$ cat config.mk
export PLATFORM = sky130hd
export DESIGN_NAME = omem_readout_streamer
export DESIGN_NICKNAME = d
export VERILOG_FILES = /design/src/rtl/omem_readout_streamer_pkg.sv /design/src/rtl/omem_readout_streamer_rd_fifo.sv /design/src/rtl/omem_readout_streamer.sv
export SDC_FILE = /design/constraint.sdc
export NUM_CORES = 1
export LEC_CHECK = 0
export ABC_CLOCK_PERIOD_IN_PS = 11300
export CAP_MARGIN = 10
export CELL_PAD_IN_SITES_DETAIL_PLACEMENT = 0
export CELL_PAD_IN_SITES_GLOBAL_PLACEMENT = 1
export CORE_MARGIN = 5
export CORE_UTILIZATION = 42
export CTS_BUF_LIST = sky130_fd_sc_hd__clkbuf_2
export DETAILED_ROUTE_END_ITERATION = 8
export GPL_TIMING_DRIVEN = 0
export PLACE_DENSITY = 0.91
export REMOVE_ABC_BUFFERS = 1
export SLEW_MARGIN = 20
export SYNTH_ARGS = -nofsm -noshare
export SYNTH_HDL_FRONTEND = slang
export SYNTH_SLANG_ARGS = --single-unit
$ cat constraint.sdc
create_clock -name CLK_I -period 11.3 [get_ports CLK_I]
set_clock_uncertainty 0.2 [all_clocks]
set_input_delay 2.825 -clock CLK_I [delete_from_list [all_inputs] [get_ports CLK_I]]
set_output_delay 2.825 -clock CLK_I [all_outputs]
set_load 0.01 [all_outputs]
$ cat src/rtl/omem_readout_streamer_pkg.sv
// Shared widths, FSM encoding and mask helper for the OMEM readout streamer.
package omem_readout_streamer_pkg;

    localparam int unsigned WB_WIDTH  = 32;
    localparam int unsigned MAX_CORES = 8;
    localparam int unsigned CORE_BITS = 3;

    typedef enum logic [1:0] {
        StIdle,
        StIssue,
        StDrain,
        StDone
    } omrs_state_e;

    // Index of the lowest set bit; 0 when the mask is empty.
    function automatic logic [CORE_BITS-1:0] lowest_set(input logic [MAX_CORES-1:0] mask);
        lowest_set = '0;
        for (int i = MAX_CORES - 1; i >= 0; i--) begin
            if (mask[i]) begin
                lowest_set = CORE_BITS'(i);
            end
        end
    endfunction

endpackage

$ cat src/rtl/omem_readout_streamer_rd_fifo.sv
// Synchronous FIFO holding {last, tag, data} entries; head is visible without a pop.
module omem_rd_fifo
    import omem_readout_streamer_pkg::*;
#(
    parameter int unsigned WIDTH = WB_WIDTH + CORE_BITS + 1,
    parameter int unsigned DEPTH = 4,
    localparam int unsigned PTR_W = (DEPTH > 1) ? $clog2(DEPTH) : 1,
    localparam int unsigned CNT_W = $clog2(DEPTH + 1)
) (
    input  logic             clk,
    input  logic             rst,
    input  logic             push,
    input  logic [WIDTH-1:0] wdata,
    input  logic             pop,
    output logic [WIDTH-1:0] rdata,
    output logic             empty,
    output logic [CNT_W-1:0] count
);

    logic [WIDTH-1:0] mem_q [DEPTH];
    logic [PTR_W-1:0] wr_ptr_q;
    logic [PTR_W-1:0] rd_ptr_q;
    logic [CNT_W-1:0] count_q;
    logic             do_push;
    logic             do_pop;

    // Push onto a full FIFO is accepted only when the head leaves in the same cycle.
    assign do_pop  = pop && (count_q != '0);
    assign do_push = push && ((count_q != CNT_W'(DEPTH)) || do_pop);

    assign rdata = mem_q[rd_ptr_q];
    assign empty = (count_q == '0);
    assign count = count_q;

    // Storage array write port.
    always_ff @(posedge clk or posedge rst) begin
        if (rst) begin
            for (int i = 0; i < DEPTH; i++) begin
                mem_q[i] <= '0;
            end
        end else if (do_push) begin
            mem_q[wr_ptr_q] <= wdata;
        end
    end

    // Pointers and occupancy; pointers wrap naturally since DEPTH is a power of two.
    always_ff @(posedge clk or posedge rst) begin
        if (rst) begin
            wr_ptr_q <= '0;
            rd_ptr_q <= '0;
            count_q  <= '0;
        end else begin
            if (do_push) begin
                wr_ptr_q <= wr_ptr_q + PTR_W'(1);
            end
            if (do_pop) begin
                rd_ptr_q <= rd_ptr_q + PTR_W'(1);
            end
            if (do_push && !do_pop) begin
                count_q <= count_q + CNT_W'(1);
            end else if (!do_push && do_pop) begin
                count_q <= count_q - CNT_W'(1);
            end
        end
    end

endmodule

$ cat src/rtl/omem_readout_streamer.sv
// Sweeps enabled OMEM banks, absorbs the read latency and streams tagged words out.
module omem_readout_streamer
    import omem_readout_streamer_pkg::*;
#(
    parameter int unsigned READ_LATENCY = 1,
    parameter int unsigned FIFO_DEPTH   = 4
) (
    input  logic                 CLK_I,
    input  logic                 RST_I,
    input  logic                 START_I,
    input  logic [WB_WIDTH-1:0]  WORDS_I,
    input  logic [WB_WIDTH-1:0]  BASE_I,
    input  logic [MAX_CORES-1:0] CORE_MASK_I,
    output logic [CORE_BITS-1:0] OMBSEL_O,
    output logic [WB_WIDTH-1:0]  OMADR_O,
    input  logic [WB_WIDTH-1:0]  OMEM_I,
    output logic [WB_WIDTH-1:0]  DAT_O,
    output logic [CORE_BITS-1:0] TAG_O,
    output logic                 LAST_O,
    output logic                 VLD_O,
    input  logic                 RDY_I,
    output logic                 BUSY_O,
    output logic                 DONE_O
);

    localparam int unsigned ENTRY_W = WB_WIDTH + CORE_BITS + 1;
    localparam int unsigned CNT_W   = $clog2(FIFO_DEPTH + 1);
    localparam int unsigned INF_W   = $clog2(READ_LATENCY + 1);

    omrs_state_e state_q, state_d;

    logic [MAX_CORES-1:0]    mask_q;
    logic [CORE_BITS-1:0]    core_q;
    logic [WB_WIDTH-1:0]     words_q;
    logic [WB_WIDTH-1:0]     base_q;
    logic [WB_WIDTH-1:0]     idx_q;
    logic [WB_WIDTH-1:0]     adr_q;
    logic [INF_W-1:0]        inflight_q;
    logic [READ_LATENCY-1:0] pipe_vld_q;
    logic [READ_LATENCY-1:0] pipe_last_q;
    logic [CORE_BITS-1:0]    pipe_tag_q [READ_LATENCY];

    logic             start_sweep;
    logic             start_empty;
    logic             issue;
    logic             word_last;
    logic             issue_last;
    logic             push;
    logic             pop;
    logic             head_last;
    logic             fifo_empty;
    logic [CNT_W-1:0] fifo_count;
    logic [ENTRY_W-1:0] fifo_wdata;
    logic [ENTRY_W-1:0] fifo_rdata;
    logic [31:0]      occupancy;

    assign start_sweep = (state_q == StIdle) && START_I && (WORDS_I != '0) && (CORE_MASK_I != '0);
    assign start_empty = (state_q == StIdle) && START_I && !start_sweep;

    assign pop        = !fifo_empty && RDY_I;
    assign push       = pipe_vld_q[READ_LATENCY-1];
    assign fifo_wdata = {pipe_last_q[READ_LATENCY-1], pipe_tag_q[READ_LATENCY-1], OMEM_I};
    assign head_last  = fifo_rdata[ENTRY_W-1];

    // Credit counts reads in flight plus buffered words; the head leaving this cycle
    // frees its slot immediately so long latencies still sustain one word per cycle.
    assign occupancy  = 32'(inflight_q) + 32'(fifo_count) - 32'(pop);
    assign issue      = (state_q == StIssue) && (occupancy < FIFO_DEPTH);
    assign word_last  = (idx_q == words_q - WB_WIDTH'(1));
    assign issue_last = word_last && (mask_q == '0);

    assign OMBSEL_O = core_q;
    assign OMADR_O  = adr_q;
    assign VLD_O    = !fifo_empty;
    assign DAT_O    = VLD_O ? fifo_rdata[WB_WIDTH-1:0] : '0;
    assign TAG_O    = VLD_O ? fifo_rdata[WB_WIDTH +: CORE_BITS] : '0;
    assign LAST_O   = VLD_O && head_last;
    assign BUSY_O   = (state_q != StIdle);
    assign DONE_O   = (state_q == StDone);

    // Next-state logic for the sweep FSM.
    always_comb begin
        state_d = state_q;
        unique case (state_q)
            StIdle: begin
                if (start_sweep) begin
                    state_d = StIssue;
                end else if (start_empty) begin
                    state_d = StDone;
                end
            end
            StIssue: begin
                if (issue && issue_last) begin
                    state_d = StDrain;
                end
            end
            StDrain: begin
                // The LAST word is the only thing left once it transfers.
                if (pop && head_last) begin
                    state_d = StDone;
                end
            end
            StDone: begin
                state_d = StIdle;
            end
            default: begin
                state_d = StIdle;
            end
        endcase
    end

    // FSM state register.
    always_ff @(posedge CLK_I or posedge RST_I) begin
        if (RST_I) begin
            state_q <= StIdle;
        end else begin
            state_q <= state_d;
        end
    end

    // Read pointer: current core, remaining mask, word index and address.
    always_ff @(posedge CLK_I or posedge RST_I) begin
        if (RST_I) begin
            mask_q  <= '0;
            core_q  <= '0;
            words_q <= '0;
            base_q  <= '0;
            idx_q   <= '0;
            adr_q   <= '0;
        end else if (start_sweep) begin
            core_q  <= lowest_set(CORE_MASK_I);
            mask_q  <= CORE_MASK_I & (CORE_MASK_I - MAX_CORES'(1));
            words_q <= WORDS_I;
            base_q  <= BASE_I;
            idx_q   <= '0;
            adr_q   <= BASE_I;
        end else if (issue) begin
            if (word_last) begin
                // After the final read the pointer simply holds.
                if (mask_q != '0) begin
                    core_q <= lowest_set(mask_q);
                    mask_q <= mask_q & (mask_q - MAX_CORES'(1));
                    idx_q  <= '0;
                    adr_q  <= base_q;
                end
            end else begin
                idx_q <= idx_q + WB_WIDTH'(1);
                adr_q <= adr_q + WB_WIDTH'(1);
            end
        end
    end

    // Latency pipe: token travels alongside the read and meets OMEM_I at the end.
    always_ff @(posedge CLK_I or posedge RST_I) begin
        if (RST_I) begin
            pipe_vld_q  <= '0;
            pipe_last_q <= '0;
            for (int i = 0; i < READ_LATENCY; i++) begin
                pipe_tag_q[i] <= '0;
            end
        end else begin
            pipe_vld_q[0]  <= issue;
            pipe_last_q[0] <= issue_last;
            pipe_tag_q[0]  <= core_q;
            for (int i = 1; i < READ_LATENCY; i++) begin
                pipe_vld_q[i]  <= pipe_vld_q[i-1];
                pipe_last_q[i] <= pipe_last_q[i-1];
                pipe_tag_q[i]  <= pipe_tag_q[i-1];
            end
        end
    end

    // Reads issued but not yet pushed into the FIFO.
    always_ff @(posedge CLK_I or posedge RST_I) begin
        if (RST_I) begin
            inflight_q <= '0;
        end else if (issue && !push) begin
            inflight_q <= inflight_q + INF_W'(1);
        end else if (!issue && push) begin
            inflight_q <= inflight_q - INF_W'(1);
        end
    end

    omem_rd_fifo #(
        .WIDTH (ENTRY_W),
        .DEPTH (FIFO_DEPTH)
    ) u_fifo (
        .clk   (CLK_I),
        .rst   (RST_I),
        .push  (push),
        .wdata (fifo_wdata),
        .pop   (pop),
        .rdata (fifo_rdata),
        .empty (fifo_empty),
        .count (fifo_count)
    );

endmodule

==> impl_metrics.toml, run 1 <==
[sta]
min_period_ns = 6.22
worst_slew_pin_slew_ns = 1.16
post-route-period-util_pct = 55.1
setup_ws_ns = 5.08
slew_viol_final = 0
slew_headroom_pct = 22.5
rsz0062_at_grt = "false"
timing.hold.ws_ns = 0.234
setup_violations = 0
finalHoldViolations = 0
max_freq_mhz = 161

[clock_network]
cts_htree_levels = 3
cts_root_buffer = "clkbuf_2"
cts_tree = "built"
cts_buffer_depth = 3
cts_buffers = 81
cts.repair.resized = 0
path_clk_slew_ns = 0.10
clock_latency_ns = 0.96
numClockSinks = 297
post-cts-setup-buffers = 0
hold_buffers = 0

[floorplanning]
ios = 182
design.core.area_um2 = 37400
rows = 71
dieWidth_um = 204
dieHeight_um = 204
dieArea_um2 = 41700
start_util_pct = 42.3

[yosys]
yosysSeqAreaShare_pct = 46.9
yosysTopAreaCellShare_pct = 46.9
synth-edff-count = 0
synthTopCellsByArea = "dfrtp_1, mux2_2, nand2_1, mux4_2, a21oi_1"
synth_top_area_cell = "dfrtp_1"
synth_seq_cells = 297
synthCells = 1524
ys_warn_count = 0
synth_area_um2 = 15800
avgSynthCellArea_um2 = 10.4
synth_ff_type = "dfrtp_1"
synthArstFlopShare_pct = 100
synth_cell_types = 76

[placement]
routabilityCongestion = 0.857
portBuffers = 181
dp_worst_setup_slack_ns = 4.03
dp_hpwl_um = 29400

[drt]
drc = 0
vias = 12600
wl_per_cell_um = 18.5
drt-total-wl_um = 42200
dr.pass1.iters = 5
drt_first_iter_violations = 863
via_per_inst = 5.54
ant_nets = 0

[worst_setup_path]
required_ns = 11.97
start_kind = "input pin"
worstSetupEndpointType = "flop"
worstSetupPathType = "input pin to flop"
cp_data_arrival_time_ns = 6.90
path_max_fanout = 26

[global_routing]
grt_max_degree = 101
antenna_found_initial = 6
grt_pass1_vias = 13200
grt_overflow = 0
grt_first_pass_wirelength_um = 69200
grt_util_all_layers_pct = 20.4

[final_layout]
layout.nets = 1846
drive_gt1_share_pct = 20.4
nFillCells = 3396
syn_to_final_growth_pct = 21.0

[power]
pwr-share-comb_pct = 12.3
p_leak_nw = 8.87
p_int_w = 0.00154
switchingPower_w = 0.000620
power_density_nw_per_um2 = 113
peakVddDrop_v = 0.0000646
power.share.switching_pct = 28.6
p_seq_share_pct = 51.8
power_frac_clock_pct = 35.9

[job]
maxCapViolCount = 0

[worst_hold_path]
min_path_type = "flop to flop"

[status]
status = "finished clean"
==> layout by cell type (no fill, tap or decap), drive strengths merged, types with 5 or more instances in the layout <==
master         instances
nand3                 41
mux4                  36
ha                    17
nand4                 23
nor2                  67
and4                  12
o211ai                31
a211o                  6
inv                   34
a22oi                 11
a211oi                 6
a41oi                  5
a221oi                 5
clkbuf               110
nor4                  20
nand2                240
clkdlybuf4s50        181
and2                  48
and3                  20
xnor2                 32
buf                   23
a31oi                 24
o21ai                 57
dfrtp                297
o21a                   6
clkinv                14
or2                    5
a21oi                 73
nand2b                16
or4                   11
xor2                  38
nor3                  33
mux2                 147
or3                    5
o31ai                  5
mux2i                  7
==> cells in the mapped netlist, types with 5 or more instances <==
cell	instances
inv_1	32
o31ai_1	5
nand3_1	41
a31oi_1	24
and4_1	12
dfrtp_1	297
a21oi_1	73
or3_1	5
o211ai_1	31
nand2_1	239
mux2i_1	7
buf_1	7
and2_1	47
o21ai_0	52
buf_2	14
nor2_1	66
a211o_1	6
a221oi_1	5
a41oi_1	5
nand4_1	23
o21a_1	6
nor3_1	29
mux2_2	147
a22oi_1	11
a211oi_1	5
nor4_1	20
mux4_2	36
or2_2	5
xnor2_1	32
nand2b_1	16
xor2_1	38
or4_1	7
ha_1	17
clkbuf_1	63
and3_1	20
==> cell type report <==
| cell class | instances | area (um^2) | share of cell area [%] |
|---|---|---|---|
| Tap cell | 511 | 639 | 3.34 |
| Inverter | 33 | 131 | 0.686 |
| Sequential cell | 297 | 7440 | 38.8 |
| Clock inverter | 20 | 166 | 0.868 |
| Multi-Input combinational cell | 1103 | 7920 | 41.3 |
| Clock buffer | 110 | 551 | 2.87 |
| Antenna cell | 2 | 5.00 | 0.0261 |
| Timing Repair Buffer | 204 | 2310 | 12.1 |
==> worst max-delay path: stages <==
cell and delay, ns:
clkdlybuf4s50_1 0.50, nand2_1 0.11, inv_1 0.11, ha_1 0.15, inv_1 0.04, ha_1 0.21
xor2_1 0.16, and3_1 0.17, o21a_1 0.16, o21ai_1 0.71, inv_2 0.30, o21a_1 0.60
nor2_1 0.59, mux2_2 0.25
==> stage by stage <==
stage / cell area, um^2 / total power, W / util (%) / TNS (ns) / cells
final: 19200 / 0.00216 / 51.2 / 0 / 2280
after detailed placement: 18400 / 0.00141 / 49.3 / 0 / 2148
after CTS: 19200 / 0.00221 / 51.2 / 0 / 2278
after global routing: 19200 / 0.00229 / 51.2 / 0 / 2279
after floorplan: 15400 / 0.00127 / - / 0 / 1433
after global placement: 17900 / 0.00138 / 47.8 / -1042.62 / 2125
==> layer usage <==
metal	wire, um	global-route usage [%]	vias to the layer above
met5	55	0	-
met3	2700	5.73	69
met4	751	5.36	8
met2	20500	34.2	359
met1	18200	26.0	6251
li1	-	-	5942
==> registers in the layout, summed over array words and instances, names as in the netlist <==
| name | flops |
|---|---|
| pipe_vld_q | 1 |
| u_fifo.wr_ptr_q | 2 |
| pipe_tag_q | 3 |
| OMADR_O | 32 |
| inflight_q | 1 |
| words_q | 32 |
| OMBSEL_O | 3 |
| u_fifo.rd_ptr_q | 2 |
| base_q | 32 |
| u_fifo.mem_q | 144 |
| u_fifo.count | 3 |
| state_q | 2 |
| mask_q | 7 |
| idx_q | 32 |
| pipe_last_q | 1 |
==> power by group through the flow <==
stage | Combinational, W | Clock, W | Sequential [W]
floorplan | 0.000128 | 0 | 0.00115
CTS | 0.000273 | 0.000817 | 0.00112
global route | 0.000294 | 0.000871 | 0.00113
finish | 0.000267 | 0.000777 | 0.00112
global placement | 0.000202 | 0 | 0.00118
detailed placement | 0.000271 | 0 | 0.00114
==> cells by family (layout without fill, tap and decap cells) <==
kind of cell	count (synthesis)	after routing	synth area share [%]
xor+xnor	70	70	3.87
other cells	0	2	0
mux	190	190	16.0
flops	297	297	46.9
compound gates	267	267	11.0
fa+ha+maj	18	18	1.47
buf+inv	124	367	3.31
simple gates	558	558	17.3
==> final timing paths <==
kind | from | to | slack, ns | depth (start not counted)
min | OMBSEL_O[2] | pipe_tag_q[2] | 0.23 | 0
min reg2reg | OMBSEL_O[2] | pipe_tag_q[2] | 0.23 | 0
min in group asynchronous | RST_I | u_fifo.mem_q[30] | 1.99 | 2
max in group asynchronous | RST_I | base_q[31] | 7.74 | 4
max reg2reg | words_q[2] | idx_q[0] | 6.32 | 10
max | RDY_I | idx_q[0] | 5.08 | 14
(Power assumes the default switching activity.)
==> inputs of run 2 (changes only) <==
- ABC_CLOCK_PERIOD_IN_PS: 11300 -> 5700
- clock period: 11.3 -> 5.7 ns (I/O delays scaled with it)
==> results of run 2 <==
Same layout as run 1 (identical final DEF). Status: finished clean.
Main changes from that run: setup slack after placement 4.03 ns -> -0.173 ns; setup slack after layout 5.08 ns -> 0.721 ns; start point of the critical path RDY_I -> words_q[2]; register-to-register setup slack 6.32 ns -> 0.72 ns; total power 0.00216 W -> 0.00429 W; worst IR drop on VDD 0.0000646 V -> 0.000128 V
==> inputs of run 3 (changes only) <==
- CAP_MARGIN: 10 -> 20
==> impl_metrics.toml, run 3 (synthesized netlist as in run 1, its figures left out) <==
[status]
status = "finished clean"

[global_routing]
grt_max_degree = 101
grt_pass1_vias = 13200
grt_util_all_layers_pct = 20.4
grt_overflow = 0
antenna_found_initial = 5
grt_first_pass_wirelength_um = 69500

[worst_setup_path]
path_max_fanout = 26
required_ns = 6.31
cp_data_arrival_time_ns = 5.56
worstSetupPathType = "flop to flop"
worstSetupEndpointType = "flop"
start_kind = "flop"

[final_layout]
largest_register = "u_fifo.mem_q"
layout.nets = 1848
drive_gt1_share_pct = 20.2
final_cell_mix = "dfrtp_1, nand2_1, clkdlybuf4s50_1, mux2_2, clkbuf_2"
final_common_cell = "dfrtp_1"
fin_util_pct = 51.4
syn_to_final_growth_pct = 21.5
largest_reg_flops = 144

[clock_network]
cts_root_buffer = "clkbuf_2"
cts_buffers = 82
cts_buffer_depth = 3
cts.repair.resized = 0
post-cts-setup-buffers = 0
cts_htree_levels = 3
path_clk_slew_ns = 0.11
cts_tree = "built"
numClockSinks = 297
hold_buffers = 0
clock_latency_ns = 0.94

[sta]
setup_violations = 0
rsz0062_at_grt = "false"
setup_ws_ns = 0.758
slew_headroom_pct = 22.9
post-route-period-util_pct = 86.7
slew_viol_final = 0
min_period_ns = 4.94
max_freq_mhz = 202
worst_slew_pin_slew_ns = 1.16
finalHoldViolations = 0

[drt]
drt-total-wl_um = 42600
vias = 12600
ant_nets = 0
drc = 0
wl_per_cell_um = 18.6
drt_first_iter_violations = 857
via_per_inst = 5.51
dr.pass1.iters = 5

[floorplanning]
dieWidth_um = 204
dieArea_um2 = 41700
design.core.area_um2 = 37400
ios = 182
rows = 71
start_util_pct = 42.3
dieHeight_um = 204

[worst_hold_path]
min_path_type = "flop to flop"

[placement]
portBuffers = 181
dp_hpwl_um = 29400
dp_worst_setup_slack_ns = -0.167
routabilityCongestion = 0.857

[job]
maxCapViolCount = 0

[power]
power_density_nw_per_um2 = 228
peakVddDrop_v = 0.000144
p_leak_nw = 8.92
power_w = 0.00438
## run 3: cell types whose count changed in the layout (fill, tap and decap cells not counted), sizes merged
cell,delta
bufinv,+1
clkinv,+16
clkbuf,-2
clkinvlp,-2
buf,+1
## run 3: per-stage QoR
| stage | hold WS, ns | cells | TNS, ns | area (um^2) |
|---|---|---|---|---|
| after detailed placement | 0.225 | 2148 | -0.623 | 18400 |
| final | 0.227 | 2294 | 0 | 19200 |
| after CTS | 0.230 | 2291 | 0 | 19200 |
| after global routing | 0.243 | 2293 | 0 | 19200 |
| after global placement | 0.213 | 2125 | -2742.28 | 17900 |
| after floorplan | 0.234 | 1433 | -1299.65 | 15400 |
## run 3: per-layer routing
layer  part of all wire [%]  global-route usage, %  vias to the layer above
li1                       -                      -                     5944
met1                     43                   26.2                     6231
met2                     48                   34.0                      362
met3                    6.5                   5.71                       98
met4                    2.3                   6.01                        6
met5                  0.096                      0                        -
## run 3: power by group
group          switching [W]  leakage, nW  total (W)  internal, W
Sequential         0.0000911         4.04    0.00222      0.00213
Clock               0.000932        0.566    0.00163     0.000698
Combinational       0.000249         4.31   0.000531     0.000282
Total                0.00127         8.92    0.00438      0.00311
## run 3: critical path, stage by stage (launching register included)
cell,delay [ns]
dfrtp_1,0.48
nor4_2,0.61
buf_4,0.25
and4_1,0.47
a21oi_1,0.14
a211o_1,0.28
a32oi_1,0.47
or3_1,0.30
o21a_1,0.93
nor2_1,0.34
mux2_2,0.37
## run 3: cell type report
class                      count  area (um^2)
clock buffer                 108          541
multi-input combinational   1103         7920
antenna                        2         5.00
sequential                   297         7440
fill                        3379        18200
tap                          511          639
inverter                      33          131
clock inverter                35          241
timing repair buffer         205         2330
## run 3: worst paths after layout
check	slack (ns)	cells after the start	endpoint	from
worst min register to register	0.23	0	pipe_tag_q[2]	OMBSEL_O[2]
worst max-delay path	0.76	10	idx_q[0]	words_q[2]
worst max register to register	0.76	10	idx_q[0]	words_q[2]
worst min-delay path	0.23	0	pipe_tag_q[2]	OMBSEL_O[2]
min in group asynchronous	0.59	2	u_fifo.mem_q[30]	RST_I
max in group asynchronous	3.51	4	base_q[8]	RST_I
